## src/rtl/threadbrain_pkg.sv

```systemverilog
// Shared definitions for the threadbrain core array: the FORK opcode and the
// layout of a per-core start context {valid, ptr, pc}.
package threadbrain_pkg;

    localparam logic [3:0] FORK_OPCODE = 4'h7;

    // pc occupies the low 16 bits (zero-extended), ptr sits above it, valid on top
    localparam int CXT_PC_W    = 16;
    localparam int CXT_PC_LSB  = 0;
    localparam int CXT_PTR_LSB = CXT_PC_W;

    function automatic int cxt_valid_bit(input int ptrw);
        return CXT_PC_W + ptrw;
    endfunction

    function automatic int cxt_width(input int ptrw);
        return 1 + ptrw + CXT_PC_W;
    endfunction

endpackage

```

## src/rtl/fork_if.sv

```systemverilog
// Fork request bus between the running cores and the fork scheduler.
interface fork_if #(
    parameter int NCORES = 4,
    parameter int PTRW   = 16,
    parameter int PCW    = 12
);
    // Handshake: core i raises fork_req[i] with ptr/pc slice i stable and holds it;
    // fork_ack[i] is combinational and the request is taken at the edge where
    // fork_req[i] && fork_ack[i]. At most one ack bit is high per cycle.
    logic [NCORES-1:0]      fork_req;
    logic [NCORES*PTRW-1:0] fork_ptr;
    logic [NCORES*PCW-1:0]  fork_pc;
    logic [NCORES-1:0]      fork_ack;

    modport master (output fork_req, output fork_ptr, output fork_pc, input fork_ack);
    modport slave  (input fork_req, input fork_ptr, input fork_pc, output fork_ack);

endinterface

```

## src/rtl/rr_arbiter.sv

```systemverilog
// Rotating-priority arbiter: search starts at ptr and wraps, grant is one-hot.
module rr_arbiter #(
    parameter int N  = 4,
    parameter int IW = $clog2(N)
) (
    input  logic [N-1:0]  req,
    input  logic [IW-1:0] ptr,
    output logic [N-1:0]  grant,
    output logic [IW-1:0] grant_idx,
    output logic          grant_valid
);

    always_comb begin
        int idx;
        logic [IW-1:0] sel;
        grant       = '0;
        grant_idx   = '0;
        grant_valid = 1'b0;
        idx         = 0;
        sel         = '0;
        for (int k = 0; k < N; k++) begin
            idx = (int'(ptr) + k) % N;
            sel = IW'(idx);
            if (!grant_valid && req[sel]) begin
                grant_valid = 1'b1;
                grant_idx   = sel;
                grant[sel]  = 1'b1;
            end
        end
    end

endmodule

```

## src/rtl/fork_sched.sv

```systemverilog
// Fork scheduler: arbitrates fork requests into a pending queue and dispatches
// each queued fork onto the lowest-index idle core; halting cores are reclaimed.
module fork_sched
    import threadbrain_pkg::*;
#(
    parameter int NCORES = 4,
    parameter int PTRW   = 16,
    parameter int PCW    = 12,
    parameter int QDEPTH = 4
) (
    input  logic                             clk,
    input  logic                             rst,
    fork_if.slave                            fork_bus,
    input  logic [NCORES-1:0]                core_halt,
    output logic [NCORES-1:0]                core_ens,
    output logic [NCORES-1:0]                launch,
    output logic [NCORES*cxt_width(PTRW)-1:0] fork_cxt_out,
    output logic [$clog2(QDEPTH+1)-1:0]      q_count,
    output logic                             all_idle
);

    localparam int CXTW = cxt_width(PTRW);
    localparam int VB   = cxt_valid_bit(PTRW);
    localparam int IW   = $clog2(NCORES);
    localparam int AW   = $clog2(QDEPTH);
    localparam int CW   = $clog2(QDEPTH+1);

    typedef struct packed {
        logic [PTRW-1:0] ptr;
        logic [PCW-1:0]  pc;
    } entry_t;

    entry_t            mem_q [QDEPTH];
    entry_t            mem_d [QDEPTH];
    logic [AW-1:0]     wr_q, wr_d, rd_q, rd_d;
    logic [CW-1:0]     cnt_q, cnt_d;
    logic [IW-1:0]     rr_q, rr_d;
    logic [NCORES-1:0] ens_q, ens_d, launch_q, launch_d;
    logic [CXTW-1:0]   cxt_q [NCORES];
    logic [CXTW-1:0]   cxt_d [NCORES];

    logic [NCORES-1:0] grant, idle, free_oh, halt_eff;
    logic [IW-1:0]     grant_idx;
    logic              grant_valid, full, accept, dispatch;
    entry_t            push_e, head_e;

    rr_arbiter #(.N(NCORES), .IW(IW)) u_arb (
        .req         (fork_bus.fork_req),
        .ptr         (rr_q),
        .grant       (grant),
        .grant_idx   (grant_idx),
        .grant_valid (grant_valid)
    );

    // Fullness is judged on the registered count, so a same-cycle pop never frees a slot.
    assign full     = (cnt_q == CW'(QDEPTH));
    assign accept   = grant_valid && !full && !rst;
    assign idle     = ~ens_q;
    assign free_oh  = idle & (~idle + NCORES'(1));
    assign dispatch = (cnt_q != '0) && (|idle);
    assign halt_eff = core_halt & ens_q;
    assign head_e   = mem_q[rd_q];

    always_comb begin
        push_e.ptr = fork_bus.fork_ptr[int'(grant_idx)*PTRW +: PTRW];
        push_e.pc  = fork_bus.fork_pc[int'(grant_idx)*PCW +: PCW];
        fork_bus.fork_ack = accept ? grant : '0;
    end

    always_comb begin
        mem_d = mem_q;
        if (accept) begin
            mem_d[wr_q] = push_e;
        end
        wr_d  = wr_q + AW'(accept);
        rd_d  = rd_q + AW'(dispatch);
        cnt_d = cnt_q + CW'(accept) - CW'(dispatch);
        rr_d  = rr_q;
        if (accept) begin
            rr_d = (grant_idx == IW'(NCORES-1)) ? '0 : grant_idx + IW'(1);
        end
        // The dispatch target is chosen from registered enables, so a core halting
        // this cycle is not reused until the next edge.
        launch_d = dispatch ? free_oh : '0;
        ens_d    = (ens_q & ~halt_eff) | launch_d;
        for (int i = 0; i < NCORES; i++) begin
            cxt_d[i] = cxt_q[i];
            if (halt_eff[i]) begin
                cxt_d[i][VB] = 1'b0;
            end
            if (launch_d[i]) begin
                cxt_d[i] = {1'b1, head_e.ptr, CXT_PC_W'(head_e.pc)};
            end
        end
    end

    always_ff @(posedge clk) begin
        mem_q <= mem_d;
        if (rst) begin
            wr_q     <= '0;
            rd_q     <= '0;
            cnt_q    <= '0;
            rr_q     <= '0;
            ens_q    <= NCORES'(1);
            launch_q <= '0;
            for (int i = 0; i < NCORES; i++) begin
                cxt_q[i] <= (i == 0) ? (CXTW'(1) << VB) : '0;
            end
        end else begin
            wr_q     <= wr_d;
            rd_q     <= rd_d;
            cnt_q    <= cnt_d;
            rr_q     <= rr_d;
            ens_q    <= ens_d;
            launch_q <= launch_d;
            for (int i = 0; i < NCORES; i++) begin
                cxt_q[i] <= cxt_d[i];
            end
        end
    end

    always_comb begin
        fork_cxt_out = '0;
        for (int i = 0; i < NCORES; i++) begin
            fork_cxt_out[i*CXTW +: CXTW] = cxt_q[i];
        end
    end

    assign core_ens = ens_q;
    assign launch   = launch_q;
    assign q_count  = cnt_q;
    assign all_idle = (ens_q == '0) && (cnt_q == '0);

endmodule

```

## src/flat_wrapper.sv

```systemverilog
// flat-port wrapper written by rule: the top's interface ports become plain ports
module fork_sched_flat import threadbrain_pkg::*;
#(
    parameter int NCORES = 4,
    parameter int PTRW   = 16,
    parameter int PCW    = 12,
    parameter int QDEPTH = 4
)
  (clk, rst, core_halt, core_ens, launch, fork_cxt_out, q_count, all_idle, fork_bus_fork_req, fork_bus_fork_ptr, fork_bus_fork_pc, fork_bus_fork_ack);
  fork_if #(.NCORES(NCORES), .PTRW(PTRW), .PCW(PCW)) fork_bus_i ();
  input  logic clk;
  input  logic rst;
  input  logic [NCORES-1:0] core_halt;
  output logic [NCORES-1:0] core_ens;
  output logic [NCORES-1:0] launch;
  output logic [NCORES*cxt_width(PTRW)-1:0] fork_cxt_out;
  output logic [$clog2(QDEPTH+1)-1:0] q_count;
  output logic all_idle;
  input wire logic [$bits(fork_bus_i.fork_req)-1:0] fork_bus_fork_req;
  input wire logic [$bits(fork_bus_i.fork_ptr)-1:0] fork_bus_fork_ptr;
  input wire logic [$bits(fork_bus_i.fork_pc)-1:0] fork_bus_fork_pc;
  output wire logic [$bits(fork_bus_i.fork_ack)-1:0] fork_bus_fork_ack;
  assign fork_bus_i.fork_req = fork_bus_fork_req;
  assign fork_bus_i.fork_ptr = fork_bus_fork_ptr;
  assign fork_bus_i.fork_pc = fork_bus_fork_pc;
  assign fork_bus_fork_ack = fork_bus_i.fork_ack;
  fork_sched #(.NCORES(NCORES), .PTRW(PTRW), .PCW(PCW), .QDEPTH(QDEPTH)) u_core (.clk(clk), .rst(rst), .fork_bus(fork_bus_i), .core_halt(core_halt), .core_ens(core_ens), .launch(launch), .fork_cxt_out(fork_cxt_out), .q_count(q_count), .all_idle(all_idle));
endmodule
```

## config.mk

```make
export PLATFORM = sky130hd
export DESIGN_NAME = fork_sched_flat
export DESIGN_NICKNAME = d
export VERILOG_FILES = /design/src/rtl/threadbrain_pkg.sv /design/src/rtl/fork_if.sv /design/src/rtl/rr_arbiter.sv /design/src/rtl/fork_sched.sv /design/src/flat_wrapper.sv
export SDC_FILE = /design/constraint.sdc
export NUM_CORES = 1
export LEC_CHECK = 0
export CAP_MARGIN = 20
export CORE_UTILIZATION = 45
export CTS_CLUSTER_DIAMETER = 200
export CTS_CLUSTER_SIZE = 30
export DETAILED_ROUTE_END_ITERATION = 8
export PLACE_DENSITY = 0.81
export SYNTH_ARGS = -nofsm -noshare
export SYNTH_HDL_FRONTEND = slang
export SYNTH_SLANG_ARGS = --single-unit
export TNS_END_PERCENT = 1
```

## constraint.sdc

```tcl
create_clock -name clk -period 9.1 [get_ports clk]
set_input_delay 1.365 -clock clk [delete_from_list [all_inputs] [get_ports clk]]
set_output_delay 1.365 -clock clk [all_outputs]
set_load 0.03 [all_outputs]
```

==> tab_implementation.tex <==
\begin{tabular}{lr}
\hline
Metric & Value \\
\hline
\multicolumn{2}{l}{\textbf{Clock tree}} \\
\quad Clock root cell & clkbuf\_16 \\
\quad CTS tree & built \\
\quad Number of cells upsized or downsized after cts & 0 \\
\quad Hold buffer count at CTS & 0 \\
\quad Clock sink count & 245 \\
\quad Number of buffers inserted during clock tree synthesis & 12 \\
\quad Post-CTS setup buffers & 0 \\
\quad Maximum buffer depth of the clock tree & 3 \\
\quad Number of levels the H-tree was split into & 1 \\
\quad Worst skew pair latency & 0.48 ns \\
\quad Clock-pin transition on the worst setup and hold timing paths & 0.11 ns \\
\multicolumn{2}{l}{\textbf{Synthesis}} \\
\quad Flops \& latches, synth & 245 \\
\quad Synth async-reset ratio & 0\% \\
\quad Count of distinct cell types in the synthesized netlist & 47 \\
\quad Leading cell type by number of instances after synthesis & nand2\_1 \\
\quad Prevailing post-synth register cell & dfxtp\_1 \\
\quad Sequential cell area fraction in the yosys report & 59.41\% \\
\quad Post-synth EDFFs & 112 \\
\quad Post-Synthesis Mean Instance Area & 12.00 um\^{}2 \\
\quad Most instantiated cells after synthesis & 179 x nand2\_1, 133 x dfxtp\_1, 112 x edfxtp\_1 \\
\quad Largest cells by area after synthesis & edfxtp\_1 33\%, dfxtp\_1 26\%, mux2i\_1 8.5\% \\
\quad Count of mapped cells out of synthesis & 845 \\
\quad Yosys Warn Count & 0 \\
\quad Synthesized cell area & 10140 um\^{}2 \\
\quad Post-synth top area share & 33.16\% \\
\quad Cell accounting for the most synthesized area & edfxtp\_1 \\
\multicolumn{2}{l}{\textbf{Layout}} \\
\quad Fill count & 1745 \\
\quad Count of antenna diodes in the layout & 0 \\
\quad Share of layout cells above drive strength 1 & 7.176\% \\
\quad Layout Cells excl Fill & 1353 \\
\quad Area of the multi-input gates & 3785 um\^{}2 \\
\quad Layout-stage area growth over the synthesis result & 30.74\% \\
\quad Final standard cell area without fillers & 13260 um\^{}2 \\
\quad Storage element area & 6027 um\^{}2 \\
\quad Number of nets in the finished design & 1204 \\
\multicolumn{2}{l}{\textbf{Timing}} \\
\quad Final number of setup-violating endpoints & 0 \\
\quad Number of max-slew violations in the final report & 0 \\
\quad Highest attainable clock frequency & 183.1 MHz \\
\quad Relative slew slack & 35.35\% \\
\quad Worst slew pin tran & 0.9697 ns \\
\quad Hold slack & 0.4519 ns \\
\quad RSZ-0062 raised after global routing & false \\
\quad Final worst-path setup slack & 3.638 ns \\
\quad Setup Total Neg Slack & 0 ns \\
\quad Final hold violation count & 0 \\
\quad Share of the clock period used by the worst path after layout & 60.02\% \\
\quad Final period demand of the worst path & 5.462 ns \\
\quad Clock Skew & 0.03622 ns \\
\multicolumn{2}{l}{\textbf{Floorplan}} \\
\quad Core area & 21960 um\^{}2 \\
\quad Die Span Y & 152.1 um \\
\quad Site Rows & 54 \\
\quad Number of primary I/O pins & 270 \\
\quad Effective utilization at floorplan & 46.19\% \\
\quad Die Footprint & 23150 um\^{}2 \\
\quad Die W & 152.1 um \\
\multicolumn{2}{l}{\textbf{Setup path}} \\
\quad Type of element launching the critical path & register \\
\quad Worst r2r path cells & 8 \\
\quad Crit-path cells & inv\_1, ha\_1, mux4\_2, nor2\_1, a22oi\_1, o21ai\_0, and2\_1, clkdlybuf4s50\_1 \\
\quad Worst reg2reg setup slack & 4.85 ns \\
\quad Critical Path Max Stage Delay & 0.77 ns \\
\quad Crit path arrival time & 4.10 ns \\
\quad Slowest cell on the critical path & dfxtp\_1 \\
\quad Crit path required time & 7.74 ns \\
\quad FF-to-FF End & u\_core.mem\_q[34] \\
\quad Type of destination of the critical path & primary output \\
\quad Worst setup path class & reg -> out \\
\quad Crit-path max FO & 16 \\
\quad Crit path launch & u\_core.rr\_q[0] \\
\quad Worst reg2reg startpoint & u\_core.rr\_q[0] \\
\multicolumn{2}{l}{\textbf{Global route}} \\
\quad Grt total ovfl & 0 \\
\quad Maximum number of pins on one net before global-route repair & 86 \\
\quad Wire length of the first global-routing pass & 37.65 mm \\
\quad Number of global-route vias before repair & 6910 \\
\quad Aggregate global-route resource usage & 20.49\% \\
\quad Initial antenna violation count & 0 \\
\multicolumn{2}{l}{\textbf{Route}} \\
\quad Violation count after the first detailed-routing iteration & 479 \\
\quad Overall routed net length & 24.13 mm \\
\quad Via count & 7275 \\
\quad WL per Instance & 17.83 um \\
\quad First-pass detailed-route iteration total & 7 \\
\quad Post-detailed-route DRC marker count & 35 \\
\quad Count of nets left with antenna violations after detail routing & 0 \\
\quad Via/cell ratio & 5.377 \\
\multicolumn{2}{l}{\textbf{Placed design}} \\
\quad Cell total after placement & 1332 \\
\quad Area after DPL & 12820 um\^{}2 \\
\quad Last weighted congestion value of the routability-driven placer & 0.8186 \\
\quad Count of input and output buffers & 253 \\
\quad Sum of net half-perimeters after detailed placement & 16.91 mm \\
\quad Worst slack at placement & 3.759 ns \\
\multicolumn{2}{l}{\textbf{Power}} \\
\quad Reported leakage power & 0.004770 uW \\
\quad Maximum ir drop on the vdd rail & 150.3 uV \\
\quad Pwr per Cell Area & 331.9 nW/um\^{}2 \\
\multicolumn{2}{l}{\textbf{Flow run}} \\
\quad Max-cap violations & 0 \\
\multicolumn{2}{l}{\textbf{Worst hold path}} \\
\quad Endpoint, Worst Hold & u\_core.cxt\_q[0][32] \\
\quad Worst min-delay path class & reg -> reg \\
\quad Worst hold path cell count & 2 \\
\quad Hold wc startpoint & u\_core.cxt\_q[0][32] \\
\multicolumn{2}{l}{\textbf{Status}} \\
\quad Violations in the final reports & DRC \\
\quad Result of the run & finished with violations \\
\hline
\end{tabular}
[flip-flops by register name, summed over array words and instances (netlist names)]
name,flops
u_core.launch,4
u_core.cxt_q,116
u_core.rd_q,2
u_core.wr_q,2
u_core.rr_q,2
u_core.mem_q,112
u_core.core_ens,4
u_core.q_count,3
[layout make-up]
cell class / count / area share (%)
Timing Repair Buffer: 269 / 20.38
Inverter: 7 / 0.1981
Multi-Input combinational cell: 534 / 28.54
Sequential cell: 245 / 45.45
Clock inverter: 1 / 0.2264
Clock buffer: 17 / 2.566
Tap cell: 280 / 2.642
[per-layer routing]
metal	wire length [um]	vias to the layer above	GRT usage, %
li1	-	3427	-
met1	10400	3507	27.87
met2	11710	309	34.85
met3	1502	32	2.503
met4	519	0	5.248
met5	0	-	0
[cells in the final DEF (no fill, tap or decap), types with 3 or more instances in the layout]
master           netlist  final
clkdlybuf4s50_1        0    252
nand2_1              179    179
dfxtp_1              133    132
edfxtp_1             112    112
a21oi_1               92     92
mux2i_1               86     86
mux4_2                30     30
a22o_1                29     29
conb_1                 1     16
nor2_1                16     15
buf_4                 19     14
clkbuf_16              0     13
ha_1                  12     12
a22oi_1                9      9
inv_1                  7      7
o21ai_0                7      7
nand2b_1               6      6
and2_1                 6      6
nor3_2                 0      5
or3_1                  4      4
clkbuf_1              39      4
nand3b_1               3      3
nand3_1                3      3
xnor2_1                3      3
nor2b_1                3      3
[power breakdown]
group | total, uW | internal (uW) | switching (uW) | leakage, uW
Combinational | 2110 | 865 | 1240 | 0.00249
Sequential | 1700 | 1560 | 139 | 0.00211
Clock | 601 | 271 | 330 | 0.000176
Total | 4400 | 2690 | 1710 | 0.00477
[through the flow]
stage | total power [uW] | utilization [%]
2_1_floorplan | 3156 | -
4_1_cts | 4411 | 60.05
3_5_place_dp | 3815 | 58.36
3_3_place_gp | 3755 | 58.36
6_report | 4401 | 60.39
5_1_grt | 4640 | 60.39
[critical path: cells and delay by family, from the launching register on]
family	cells	cell delay, ns
buf+inv	2	0.97
flops	1	0.77
mux	1	0.65
fa+ha+maj	1	0.56
simple gates	2	0.40
compound gates	2	0.28
[cells by family after synthesis]
| kind of cell | count (synthesis) | share of synthesized area, % |
|---|---|---|
| flip-flops | 245 | 59.41 |
| AND/OR/NAND/NOR | 234 | 9.634 |
| AO/OA/AOI/OAI | 149 | 9.226 |
| multiplexers | 117 | 15.26 |
| buffers and inverters | 81 | 4.330 |
| adder cells (fa/ha/maj) | 13 | 1.678 |
| XOR/XNOR | 5 | 0.4318 |
| other | 1 | 0.03697 |
[worst max-delay path by stage]
| stage | endpoint | slack, ns |
|---|---|---|
| after floorplan | u_core.mem_q[56] | 4.72 |
| after global placement | fork_bus_fork_ack[0] | 3.83 |
| after detailed placement | fork_bus_fork_ack[0] | 3.76 |
| after CTS | fork_bus_fork_ack[3] | 3.63 |
| after global routing | fork_bus_fork_ack[0] | 3.38 |
| final | fork_bus_fork_ack[3] | 3.64 |
Note: power is estimated with default switching activity, not from simulation.
